==> src/rtl/led_share_arbiter_pkg.sv <==
// Shared types and constants for the RGB LED sharing arbiter.
package led_share_arbiter_pkg;

  localparam int DEFAULT_CLK_FREQ = 12_000_000;
  localparam logic LED_OFF = 1'b1;

  typedef enum logic [1:0] {
    IDLE,
    OWNED,
    GAP
  } arb_state_t;

endpackage

==> src/rtl/led_share_arbiter_if.sv <==
// Client-side bundle: per-client requests and colours in, grant and busy out.
interface led_share_arbiter_if #(
  parameter int NUM_REQ  = 3,
  parameter int PWM_BITS = 8
);
  logic [NUM_REQ-1:0]            req;
  logic [NUM_REQ*3*PWM_BITS-1:0] color;
  logic [NUM_REQ-1:0]            gnt;
  logic                          busy;

  modport master (output req, output color, input gnt, input busy);
  modport slave  (input req, input color, output gnt, output busy);
endinterface

==> src/rtl/led_share_arbiter_pwm.sv <==
// Three-channel PWM with duties latched only at the period boundary and registered active-low pins.
module led_share_arbiter_pwm
  import led_share_arbiter_pkg::*;
#(
  parameter int PWM_BITS = 8
) (
  input  logic                  clk,
  input  logic                  rst_n,
  input  logic [3*PWM_BITS-1:0] duty_in,
  output logic                  pin_r,
  output logic                  pin_g,
  output logic                  pin_b
);

  logic [PWM_BITS-1:0] pwm_cnt;
  logic [PWM_BITS-1:0] duty_r, duty_g, duty_b;
  logic                wrap;

  assign wrap = (pwm_cnt == {PWM_BITS{1'b1}});

  always_ff @(posedge clk) begin
    if (!rst_n) begin
      pwm_cnt <= '0;
      duty_r  <= '0;
      duty_g  <= '0;
      duty_b  <= '0;
      pin_r   <= LED_OFF;
      pin_g   <= LED_OFF;
      pin_b   <= LED_OFF;
    end else begin
      pwm_cnt <= pwm_cnt + PWM_BITS'(1);
      // Loading only on the last count keeps every period a single clean duty.
      if (wrap) begin
        duty_r <= duty_in[2*PWM_BITS +: PWM_BITS];
        duty_g <= duty_in[PWM_BITS +: PWM_BITS];
        duty_b <= duty_in[0 +: PWM_BITS];
      end
      pin_r <= (pwm_cnt < duty_r) ? ~LED_OFF : LED_OFF;
      pin_g <= (pwm_cnt < duty_g) ? ~LED_OFF : LED_OFF;
      pin_b <= (pwm_cnt < duty_b) ? ~LED_OFF : LED_OFF;
    end
  end

endmodule

==> src/rtl/led_share_arbiter.sv <==
// Round-robin owner of the board RGB LED with minimum hold time and a one-cycle gap between owners.
module led_share_arbiter
  import led_share_arbiter_pkg::*;
#(
  parameter int NUM_REQ     = 3,
  parameter int CLK_FREQ    = DEFAULT_CLK_FREQ,
  parameter int HOLD_CYCLES = CLK_FREQ / 6,
  parameter int PWM_BITS    = 8
) (
  input  logic                clk,
  input  logic                rst_n,
  led_share_arbiter_if.slave  bus,
  output logic                RGB_R,
  output logic                RGB_G,
  output logic                RGB_B
);

  localparam int OW = (NUM_REQ > 1) ? $clog2(NUM_REQ) : 1;
  localparam int HW = $clog2(HOLD_CYCLES);
  localparam int CW = 3 * PWM_BITS;
  localparam logic [HW-1:0] HOLD_MAX = HW'(HOLD_CYCLES - 1);

  typedef logic [OW-1:0] idx_t;

  arb_state_t          state, state_nx;
  idx_t                owner, owner_nx;
  idx_t                rr_last, rr_last_nx;
  logic [HW-1:0]       hold_cnt, hold_nx;
  logic [NUM_REQ-1:0]  gnt_q, gnt_nx;
  logic                busy_q, busy_nx;
  logic [NUM_REQ-1:0]  owner_mask;
  logic                any_req, others_req;
  idx_t                base, winner;
  logic [CW-1:0]       owner_color, duty_in;

  // First requester strictly after 'last', wrapping; 'last' itself is lowest priority.
  function automatic idx_t rr_pick(input idx_t last, input logic [NUM_REQ-1:0] r);
    idx_t pick;
    logic found;
    int   idx;
    pick  = last;
    found = 1'b0;
    for (int k = 1; k <= NUM_REQ; k++) begin
      idx = (int'(last) + k) % NUM_REQ;
      if (!found && r[idx]) begin
        pick  = idx_t'(idx);
        found = 1'b1;
      end
    end
    return pick;
  endfunction

  assign owner_mask = {{(NUM_REQ-1){1'b0}}, 1'b1} << owner;
  assign any_req    = |bus.req;
  assign others_req = |(bus.req & ~owner_mask);
  assign base       = (state == GAP) ? owner : rr_last;
  assign winner     = rr_pick(base, bus.req);

  always_comb begin
    state_nx   = state;
    owner_nx   = owner;
    rr_last_nx = rr_last;
    hold_nx    = hold_cnt;
    case (state)
      IDLE: begin
        hold_nx = '0;
        if (any_req) begin
          state_nx = OWNED;
          owner_nx = winner;
        end
      end
      OWNED: begin
        if (hold_cnt != HOLD_MAX) hold_nx = hold_cnt + HW'(1);
        if (!bus.req[owner] || (hold_cnt == HOLD_MAX && others_req)) state_nx = GAP;
      end
      GAP: begin
        hold_nx    = '0;
        rr_last_nx = owner;
        if (any_req) begin
          state_nx = OWNED;
          owner_nx = winner;
        end else begin
          state_nx = IDLE;
        end
      end
      default: state_nx = IDLE;
    endcase
    // Grant and busy are computed from the next state so both leave a flop directly.
    gnt_nx  = (state_nx == OWNED) ? ({{(NUM_REQ-1){1'b0}}, 1'b1} << owner_nx) : '0;
    busy_nx = (state_nx == OWNED);
  end

  always_ff @(posedge clk) begin
    if (!rst_n) begin
      state    <= IDLE;
      owner    <= idx_t'(NUM_REQ - 1);
      rr_last  <= idx_t'(NUM_REQ - 1);
      hold_cnt <= '0;
      gnt_q    <= '0;
      busy_q   <= 1'b0;
    end else begin
      state    <= state_nx;
      owner    <= owner_nx;
      rr_last  <= rr_last_nx;
      hold_cnt <= hold_nx;
      gnt_q    <= gnt_nx;
      busy_q   <= busy_nx;
    end
  end

  assign bus.gnt  = gnt_q;
  assign bus.busy = busy_q;

  assign owner_color = bus.color[owner*CW +: CW];
  assign duty_in     = (state == OWNED) ? owner_color : '0;

  led_share_arbiter_pwm #(
    .PWM_BITS(PWM_BITS)
  ) u_pwm (
    .clk    (clk),
    .rst_n  (rst_n),
    .duty_in(duty_in),
    .pin_r  (RGB_R),
    .pin_g  (RGB_G),
    .pin_b  (RGB_B)
  );

endmodule

==> src/flat_wrapper.sv <==
// flat-port wrapper written by rule: the top's interface ports become plain ports
module led_share_arbiter_flat import led_share_arbiter_pkg::*;
#(
  parameter int NUM_REQ     = 3,
  parameter int CLK_FREQ    = DEFAULT_CLK_FREQ,
  parameter int HOLD_CYCLES = CLK_FREQ / 6,
  parameter int PWM_BITS    = 8
)
  (clk, rst_n, RGB_R, RGB_G, RGB_B, bus_req, bus_color, bus_gnt, bus_busy);
  led_share_arbiter_if #(.NUM_REQ(NUM_REQ), .PWM_BITS(PWM_BITS)) bus_i ();
  input  logic clk;
  input  logic rst_n;
  output logic RGB_R;
  output logic RGB_G;
  output logic RGB_B;
  input wire logic [$bits(bus_i.req)-1:0] bus_req;
  input wire logic [$bits(bus_i.color)-1:0] bus_color;
  output wire logic [$bits(bus_i.gnt)-1:0] bus_gnt;
  output wire logic [$bits(bus_i.busy)-1:0] bus_busy;
  assign bus_i.req = bus_req;
  assign bus_i.color = bus_color;
  assign bus_gnt = bus_i.gnt;
  assign bus_busy = bus_i.busy;
  led_share_arbiter #(.NUM_REQ(NUM_REQ), .CLK_FREQ(CLK_FREQ), .HOLD_CYCLES(HOLD_CYCLES), .PWM_BITS(PWM_BITS)) u_core (.clk(clk), .rst_n(rst_n), .bus(bus_i), .RGB_R(RGB_R), .RGB_G(RGB_G), .RGB_B(RGB_B));
endmodule
==> config.mk <==
export PLATFORM = sky130hd
export DESIGN_NAME = led_share_arbiter_flat
export DESIGN_NICKNAME = d
export VERILOG_FILES = /design/src/rtl/led_share_arbiter_pkg.sv /design/src/rtl/led_share_arbiter_if.sv /design/src/rtl/led_share_arbiter_pwm.sv /design/src/rtl/led_share_arbiter.sv /design/src/flat_wrapper.sv
export SDC_FILE = /design/constraint.sdc
export NUM_CORES = 1
export LEC_CHECK = 0
export ABC_AREA = 1
export CORE_MARGIN = 3
export CORE_UTILIZATION = 40
export DETAILED_ROUTE_END_ITERATION = 16
export PLACE_DENSITY = 0.68
export SKIP_LAST_GASP = 1
export SLEW_MARGIN = 20
export SYNTH_ARGS = -nofsm -noshare
export SYNTH_HDL_FRONTEND = slang
export SYNTH_SLANG_ARGS = --single-unit
==> constraint.sdc <==
create_clock -name clk -period 2.2 [get_ports clk]
set_clock_uncertainty 0.1 [all_clocks]
set_input_delay 0.33 -clock clk [delete_from_list [all_inputs] [get_ports clk]]
set_output_delay 0.33 -clock clk [all_outputs]
set_load 0.1 [all_outputs]
==> results of run 1 <==
## state kept, by name (all words and copies together) (netlist names)
| register | count |
|---|---|
| u_core.bus.busy | 1 |
| u_core.bus.gnt | 3 |
| u_core.hold_cnt | 21 |
| u_core.owner | 2 |
| u_core.rr_last | 2 |
| u_core.state | 2 |
| u_core.u_pwm.duty_b | 8 |
| u_core.u_pwm.duty_g | 8 |
| u_core.u_pwm.duty_r | 8 |
| u_core.u_pwm.pin_b | 1 |
| u_core.u_pwm.pin_g | 1 |
| u_core.u_pwm.pin_r | 1 |
| u_core.u_pwm.pwm_cnt | 8 |
## worst max-delay path: cells and delay by family (launching register included)
kind	cells	cell delay (ns)
buffers and inverters	2	0.19
AO/OA/AOI/OAI	2	0.31
adder cells (fa/ha/maj)	1	0.25
AND/OR/NAND/NOR	9	0.79
flip-flops	1	0.32
## worst max-delay path by stage
stage               startpoint           endpoint  slack [ns]  depth (start not counted)
4_1_cts        u_core.state[0]    u_core.owner[0]        0.02                         13
6_report       u_core.state[0]  u_core.bus.gnt[2]        0.13                         14
3_5_place_dp   u_core.state[0]  u_core.bus.gnt[0]       -0.09                         13
2_1_floorplan  u_core.state[0]  u_core.bus.gnt[0]        0.01                         13
5_1_grt        u_core.state[0]  u_core.bus.gnt[0]        0.01                         16
3_3_place_gp   u_core.state[0]  u_core.bus.gnt[0]        0.11                         13
## logic make-up (layout without fill, tap and decap cells)
kind of cell,after synthesis,after routing
xor gates and xnor gates,3,3
DFF,66,66
buffers and inverters,95,187
and+or+nand+nor,362,362
AOI/OAI and AO/OA,88,88
adders and majority gates,25,25
## repair_timing
action,CTS,global route
buffers inserted,0,0
pin swaps,1,2
endpoints found under the setup margin,4,6
gates resized for setup,4,17
## cells in the final DEF (no fill, tap or decap), types with 4 or more instances in the layout
cell type	netlist	final
nand2_4	2	4
nor3_1	8	8
ha_1	25	23
o21ai_0	21	19
nand3_2	2	4
clkdlybuf4s50_1	0	76
inv_2	5	7
nand2_2	4	7
clkbuf_8	0	11
nand4_1	5	5
inv_1	68	66
a21oi_1	59	58
nand3_1	81	79
nor2_1	43	43
buf_4	1	22
dfxtp_1	66	65
nand2_1	207	202
## through the flow
stage | setup WS [ns] | setup TNS, ns
after floorplan | 0.01459 | 0
after global placement | 0.1090 | 0
after detailed placement | -0.08896 | -0.2314
after CTS | 0.01927 | 0
after global routing | 0.009744 | 0
final | 0.1286 | 0
## power by group through the flow
stage / clock (W) / sequential (W) / combinational [W]
final: 0.00102 / 0.00128 / 0.00126
after global routing: 0.00108 / 0.00128 / 0.00141
after CTS: 0.00104 / 0.00127 / 0.00122
after detailed placement: 0 / 0.00130 / 0.00120
after global placement: 0 / 0.00130 / 0.00117
after floorplan: 0 / 0.00145 / 0.000657
## routing by layer
layer  vias to the layer above  track usage [%]  share of wire, %  routed length [um]
met4                         0            7.032               1.7                 182
met1                      1914            24.65                46                4811
met2                       157            31.21                46                4751
met5                         -                0                 0                   0
li1                       2239                -                 -                   -
met3                        16            3.070               6.4                 662
## area by class of cell
class,instances,area (sq um)
clock buffer,12,155.1
clock inverter,2,37.54
timing repair buffer,99,945.9
tap,133,166.4
inverter,74,280.3
multi-input combinational,478,2441
fill,961,4516
sequential,66,1323
==> results.txt, run 1 <==
For the worst setup path, the data required time is 2.34 ns. Entering global routing, the biggest net connects 30 pins. The count of warnings emitted by yosys is 0, and the sum of overflow across all layers after global routing is 0. The first TritonRoute pass finished after 5 iterations. For the final instance area, the log shows 5349 sq um. Reg-to-reg critical path endpoint: u_core.bus.gnt[2]. The simple-gate share of the synthesized area came out at 38.57%. Worst min-delay path endpoint: u_core.u_pwm.duty_g[6].

The routed layout has 4326 vias. The tools report the number of slew-limit violations in the final report as 0. Proportion of register bits with asynchronous set or reset after synthesis: 0%.

The chip width is 107.0 um, and the area share of the largest cell type after synthesis is 32.40%. The first global-routing pass estimated 17840 um of wire. Buffers placed on the I/O ports in this run total 83. Multiplexer cells account for 0% of the synthesized area.

The critical register-to-register path startpoint was u_core.state[0]. The clock slew seen by the registers of the worst setup and hold paths came out at 0.07 ns. The flow ran to the end, and the final reports show no timing, DRC or antenna violations.

The tools report the final antenna-violating net count as 0. The HPWL after detailed placement is 7911 um. The worst-case clock buffer depth was 2. Relative to the synthesized area, the layout overhead comes to 31.18%. The run gives 10410 um as the final wirelength. Power per cell area: 666.4 nW/um^2. The post-layout minimum cycle time is 2.071 ns.

Walking the worst path, the cells encountered are inv_2 > nand2_4 > o21ai_4 > ha_4 > inv_1 > nand2_1 > nand3_2 > nand2_4 > nand3_2 > nor2_1 > nor2_1 > nand2_1 > o21ai_1 > nor2_1. The tools report the max-cap violation count as 0. When the netlist entered floorplanning its net count stood at 741. The most frequent cell on the critical path is nor2_1. The total power was 0.003564 W; the routed via count divided by cell count was 5.007.

TritonCTS created 9 clock buffers. Count of endpoints failing hold in the final timing report: 0. In this run the most critical hold path is launched from u_core.u_pwm.duty_g[6]. For the number of remaining DRC errors, the log shows 0.

The average cell area after synthesis is 6.381 sq um, and the placeable core region is 9864 sq um. After synthesis, the largest family of logic cells by area is simple AND/OR/NAND/NOR gates. The worst setup path is captured at a flop. Per report_power, the combinational group accounts for 35.4% of the total.

Derived from the worst setup path, the maximum achievable clock frequency is 482.8 MHz. The share of total power dissipated in sequential elements is 35.8%. Stage delay of the slowest cell on the critical path: 0.32 ns.

The repair_antennas step left the layout with diodes totalling 0. Setup repair after global routing left no endpoint under its margin. The worst setup path is launched from a flop. Summed over all cells, the static leakage comes to 2.162 nW.

The synthesized netlist occupies a cell area of 4078 sq um. After floorplanning, the core was divided into 36 placement rows. The final critical path takes up 94.16% of the cycle. The setup path with the least slack is of type flop to flop. CTS placed an instance of clkbuf_8 at the clock tree root.

The tools report the I/O pin count as 84. The fraction of the yosys area taken by sequential cells is 32.40%, and the cell area reported after detailed placement is 5084 sq um. The slowest stage of the critical path belongs to the cell dfxtp_1. The tools report the starting utilization of the core area as 41.34%. The number of flops mapped to enable cells by yosys was 0; the hold path depth was 2. Summing the areas of all compound-gate instances in the mapped netlist gives 11.26% of the synthesized area. The run gives 0.0004545 V as the highest ir drop seen on vdd. The highest net fanout along the worst path is 6. Cells fill 54.22% of the core in the end. The total number of clock tree sinks was 66. The global-route usage over all layers is 18.84%, and the internal power of the cells is 0.002262 W.

The synthesized design spends more area on one cell type than any other, namely dfxtp_1. The run gives 2.22 ns as the data arrival time of the critical path. The tools report the via count of the first global-routing pass as 4109.

The clock network is responsible for 28.7% of the overall power. TritonCTS built the clock tree. The run gives 0 as the number of antenna violations at the first check in global routing. Most numerous cell in the Yosys netlist: nand2_1. At the end of routability-driven placement, the weighted congestion stood at 0.9183. After synthesis, the netlist uses 30 different library cells.

The die is 107.0 um tall. Counting flops and latches in the post-synthesis netlist gives 66. The pin slew with the least headroom to its limit came out at 0.4263 ns. For this run, the number of standard cells in the final layout without fillers is 864. The xor/xnor share of the synthesized area works out to 0.6444%.

The depth of the most critical reg-to-reg path is 14, and the number of nets in the layout is 830. By count the netlist is led by nand2_1 (207), nand3_1 (81), inv_1 (68), dfxtp_1 (66), a21oi_1 (59). The worst-skew pair later-pin latency was 0.35 ns; the routed wirelength normalized by instance count was 12.05 um. The run gives 0.001302 W as the net switching power.

After clock tree synthesis, the flow added hold-fix buffers numbering 0. The adder and majority gate portion of the synthesized area works out to 7.671%. The tools report the number of H-tree levels as 3. By area the synthesized netlist is led by dfxtp_1 (32%), nand2_1 (19%), nand3_1 (9.9%).

The worst relative slew slack is 71.55%. In this run the register-to-register setup slack is 0.13 ns. The first routing iteration left 229 violations. The cell count after synthesis came out at 639. Area enclosed by the die boundary: 11440 sq um.

The tools report the final-report setup violation count as 0. The switching power as a share of total power came out at 36.52%. The path class of the tightest hold or removal check is flop to flop. The tools report the final hold slack as 0.3644 ns. The main flop type after synthesis was dfxtp_1.

Cells with a size suffix above 1 make up 10.12% of the layout. The cell count after placement was 850.
No activity file was read; power rests on OpenSTA's default activity.
==> inputs of run 2 (changes only) <==
Settings changed: SLEW_MARGIN 20 to 25.
==> results of run 2 <==
Same layout as run 1: the final DEF is identical, and so are final timing and power.
==> inputs of run 3 (changes only) <==
Settings changed: SKIP_CTS_REPAIR_TIMING from default to 1.
==> results.txt, run 3 (synthesis results as in run 1) <==
The run finished with clean final reports. The flip-flop count of the largest register after layout works out to 21 (unchanged). TritonCTS built the clock tree. The logs give 4322 (was 4326) for the number of vias after detailed routing and 0.06322 ns (was 0.1286 ns) for the final worst-path setup slack. Slowest cell on the critical path: dfxtp_2 (was dfxtp_1). The class of the most critical hold timing path is flop to flop (unchanged). The routed via count divided by cell count was 5.002 (was 5.007). The run gives 0 (unchanged) as the final antenna-violating net count.

The row count is 36 (unchanged). The routed wirelength normalized by instance count came out at 12.07 um (was 12.05 um). The data arrival time of the critical path is 2.28 ns (was 2.22 ns), and the iteration count of the initial detailed-routing pass is 5 (unchanged). The tools report the logic gate share of total power as 35.4% (about the same). The tools report the final instance area as 5345 sq um (was 5349 sq um).

The tools report the reg-to-reg critical path endpoint as u_core.bus.gnt[2] (unchanged). The run gives 41.34% (unchanged) as the starting utilization of the core area. The number of H-tree levels was 3 (unchanged); the post-layout minimum cycle time was 2.137 ns (was 2.071 ns).

The tools report the final-report setup violation count as 0 (unchanged). Leading cell type in the layout, fill and taps excluded: nand2_1 (unchanged). The category of the most critical setup path was flop to flop (unchanged). The logs give 966 (was 961) for the number of fillers in the final layout and 28.7% (about the same) for the clock network fraction of design power. The power per cell area came out at 666.9 nW/um^2 (was 666.4 nW/um^2). The required time reported for the critical path endpoint was 2.35 ns (was 2.34 ns). The global-route wire length before repair was 17660 um (was 17840 um); the HPWL after detailed placement was 7911 um (unchanged). The sum of overflow across all layers after global routing is 0 (unchanged). The most flop-heavy register is u_core.hold_cnt (unchanged). Most frequent cell on the critical path: nor2_1 (unchanged). The share of the clock period used by the worst path after layout was 97.13% (was 94.16%); the number of antenna cells inserted was 0 (unchanged).

The highest ir drop seen on vdd is 0.0004584 V (was 0.0004545 V). The kind of launch point of the worst setup path was a flop (unchanged). The last weighted congestion value of the routability-driven placer came out at 0.9183 (unchanged). The critical path capture point is u_core.bus.gnt[2] (unchanged). Worst slack at placement: -0.08896 ns (unchanged). Cell Chain, Critical Path: inv_2 > nand2_4 > o21ai_4 > ha_4 > inv_2 > nand2_1 > nand3_1 > nand2_2 > nand3_2 > nor2_1 > nor2_1 > nand2_1 > o21ai_1 > nor2_1 (was inv_2 > nand2_4 > o21ai_4 > ha_4 > inv_1 > nand2_1 > nand3_2 > nand2_4 > nand3_2 > nor2_1 > nor2_1 > nand2_1 > o21ai_1 > nor2_1). For the count of endpoints failing hold in the final timing report, the log shows 0 (unchanged).

The tools report the number of antenna violations at the first check in global routing as 0 (unchanged). The I/O pin count is 84 (unchanged). The sum of negative setup slack is 0 ns (unchanged).

Final hold slack: 0.3645 ns (was 0.3644 ns). The logs give 35.8% (about the same) for the sequential share of power and 0.002262 W (about the same) for the internal power of the cells. The clock slew seen by the registers of the worst setup and hold paths is 0.07 ns (about the same). The number of buffers added by the clock tree synthesis step is 9 (unchanged). The type of destination of the critical path was a flop (unchanged). The tools report the critical path startpoint as u_core.state[0] (unchanged). The switching power as a share of total power came out at 36.55% (was 36.52%). The net switching power is 0.001303 W (was 0.001302 W), and the total number of clock tree sinks is 66 (unchanged).

The cell count along the critical path works out to 14 (unchanged). The via count of the first global-routing pass is 4061 (was 4109), and the total power is 0.003565 W (was 0.003564 W). Die extent in y: 107.0 um (unchanged). Met1 capacity usage during global routing: 24.65% (unchanged).

The tools report the cell area reported after detailed placement as 5084 sq um (unchanged). The hold path depth is 2 (unchanged). Depth of the most critical reg-to-reg path: 14 (unchanged). Static leakage: 2.158 nW (was 2.162 nW). The largest net degree at the start of global routing is 30 (unchanged). The setup slack on the worst flop-to-flop path is 0.06 ns (was 0.13 ns), and the number of nets in the layout is 830 (unchanged). The area added between synthesis and finish came out at 31.08% (was 31.18%). The logs give 2 (unchanged) for the worst-case clock buffer depth and 247 (was 229) for the initial DRC count. The max-cap violation count came out at 0 (unchanged). The area enclosed by the die boundary is 11440 sq um (unchanged), and the fmax is 468.0 MHz (was 482.8 MHz).

The global-route track usage on met2 is 30.62% (was 31.21%). Combined buffer and inverter count along the critical path: 2 (unchanged). The run gives 3.010% (was 3.070%) as the met3 usage. Commonest cells after routing, fill and taps aside: nand2_1 (202), nand3_1 (79), clkdlybuf4s50_1 (76) (unchanged). The global-route usage over all layers came out at 18.64% (was 18.84%).

The gate family responsible for the most delay along the worst path was simple AND/OR/NAND/NOR gates (unchanged). The highest net fanout along the worst path works out to 6 (unchanged). The stage delay of the slowest cell on the critical path was 0.33 ns (was 0.32 ns); the number of slew-limit violations in the final report was 0 (unchanged). Layout cell share with drive strength beyond 1: 10.40% (was 10.12%). The placeable core region is 9864 sq um (unchanged), and the worst relative slew slack is 71.58% (was 71.55%).

Clock root buffer: clkbuf_8 (unchanged). The pin slew with the least headroom to its limit works out to 0.4259 ns (was 0.4263 ns). The worst-skew pair later-pin latency was 0.35 ns (about the same).

The tools report the final wirelength as 10430 um (was 10410 um). Critical register-to-register path startpoint: u_core.state[0] (unchanged). The chip width was 107.0 um (unchanged); the number of remaining DRC errors was 0 (unchanged). The number of buffers inserted by port buffering is 83 (unchanged). The busiest layer in global routing was met2 (unchanged).
run 3: cell counts in the layout (fill, tap and decap cells not counted):
No cell type changed its count.
run 3: how the worst min path moves through the flow:
| stage | slack (ns) | endpoint | from |
|---|---|---|---|
| global route | 0.39 | u_core.u_pwm.duty_r[6] | u_core.u_pwm.duty_r[6] |
| detailed placement | 0.36 | u_core.u_pwm.duty_b[4] | u_core.u_pwm.duty_b[4] |
| finish | 0.36 | u_core.u_pwm.duty_g[6] | u_core.u_pwm.duty_g[6] |
| global placement | 0.35 | u_core.hold_cnt[3] | u_core.hold_cnt[3] |
| CTS | 0.37 | u_core.u_pwm.duty_b[4] | u_core.u_pwm.duty_b[4] |
| floorplan | 0.34 | u_core.hold_cnt[3] | u_core.hold_cnt[3] |
run 3: through the flow:
step | cells | util [%]
floorplan | 639 | -
global placement | 850 | 51.53
detailed placement | 850 | 51.53
CTS | 864 | 53.49
global route | 864 | 54.19
finish | 864 | 54.19
run 3: power by group through the flow:
stage                     Clock [W]  Combinational [W]  Sequential, W
after floorplan                   0           0.000657        0.00145
after detailed placement          0            0.00120        0.00130
after global routing        0.00108            0.00141        0.00128
final                       0.00102            0.00126        0.00128
after CTS                   0.00104            0.00120        0.00127
after global placement            0            0.00117        0.00130
run 3: worst min-delay path, stage by stage (launching register included):
cell     delay [ns]
dfxtp_1        0.31
nand2_1        0.06
a21oi_1        0.05
run 3: routing by layer:
layer,wire length [um],vias up
met5,0,-
met4,194,0
met3,578,18
met2,4722,145
met1,4930,1919
li1,-,2240
run 3: final cells by class:
class                   count  area, sq um  area share (%)
inverters                  74        280.3           5.243
clock buffers              12        155.1           2.903
multi-input cells         478         2436           45.58
well taps                 133        166.4           3.113
repair buffers             99        945.9           17.70
clock inverters             2        37.54          0.7022
flip-flops and latches     66         1324           24.77
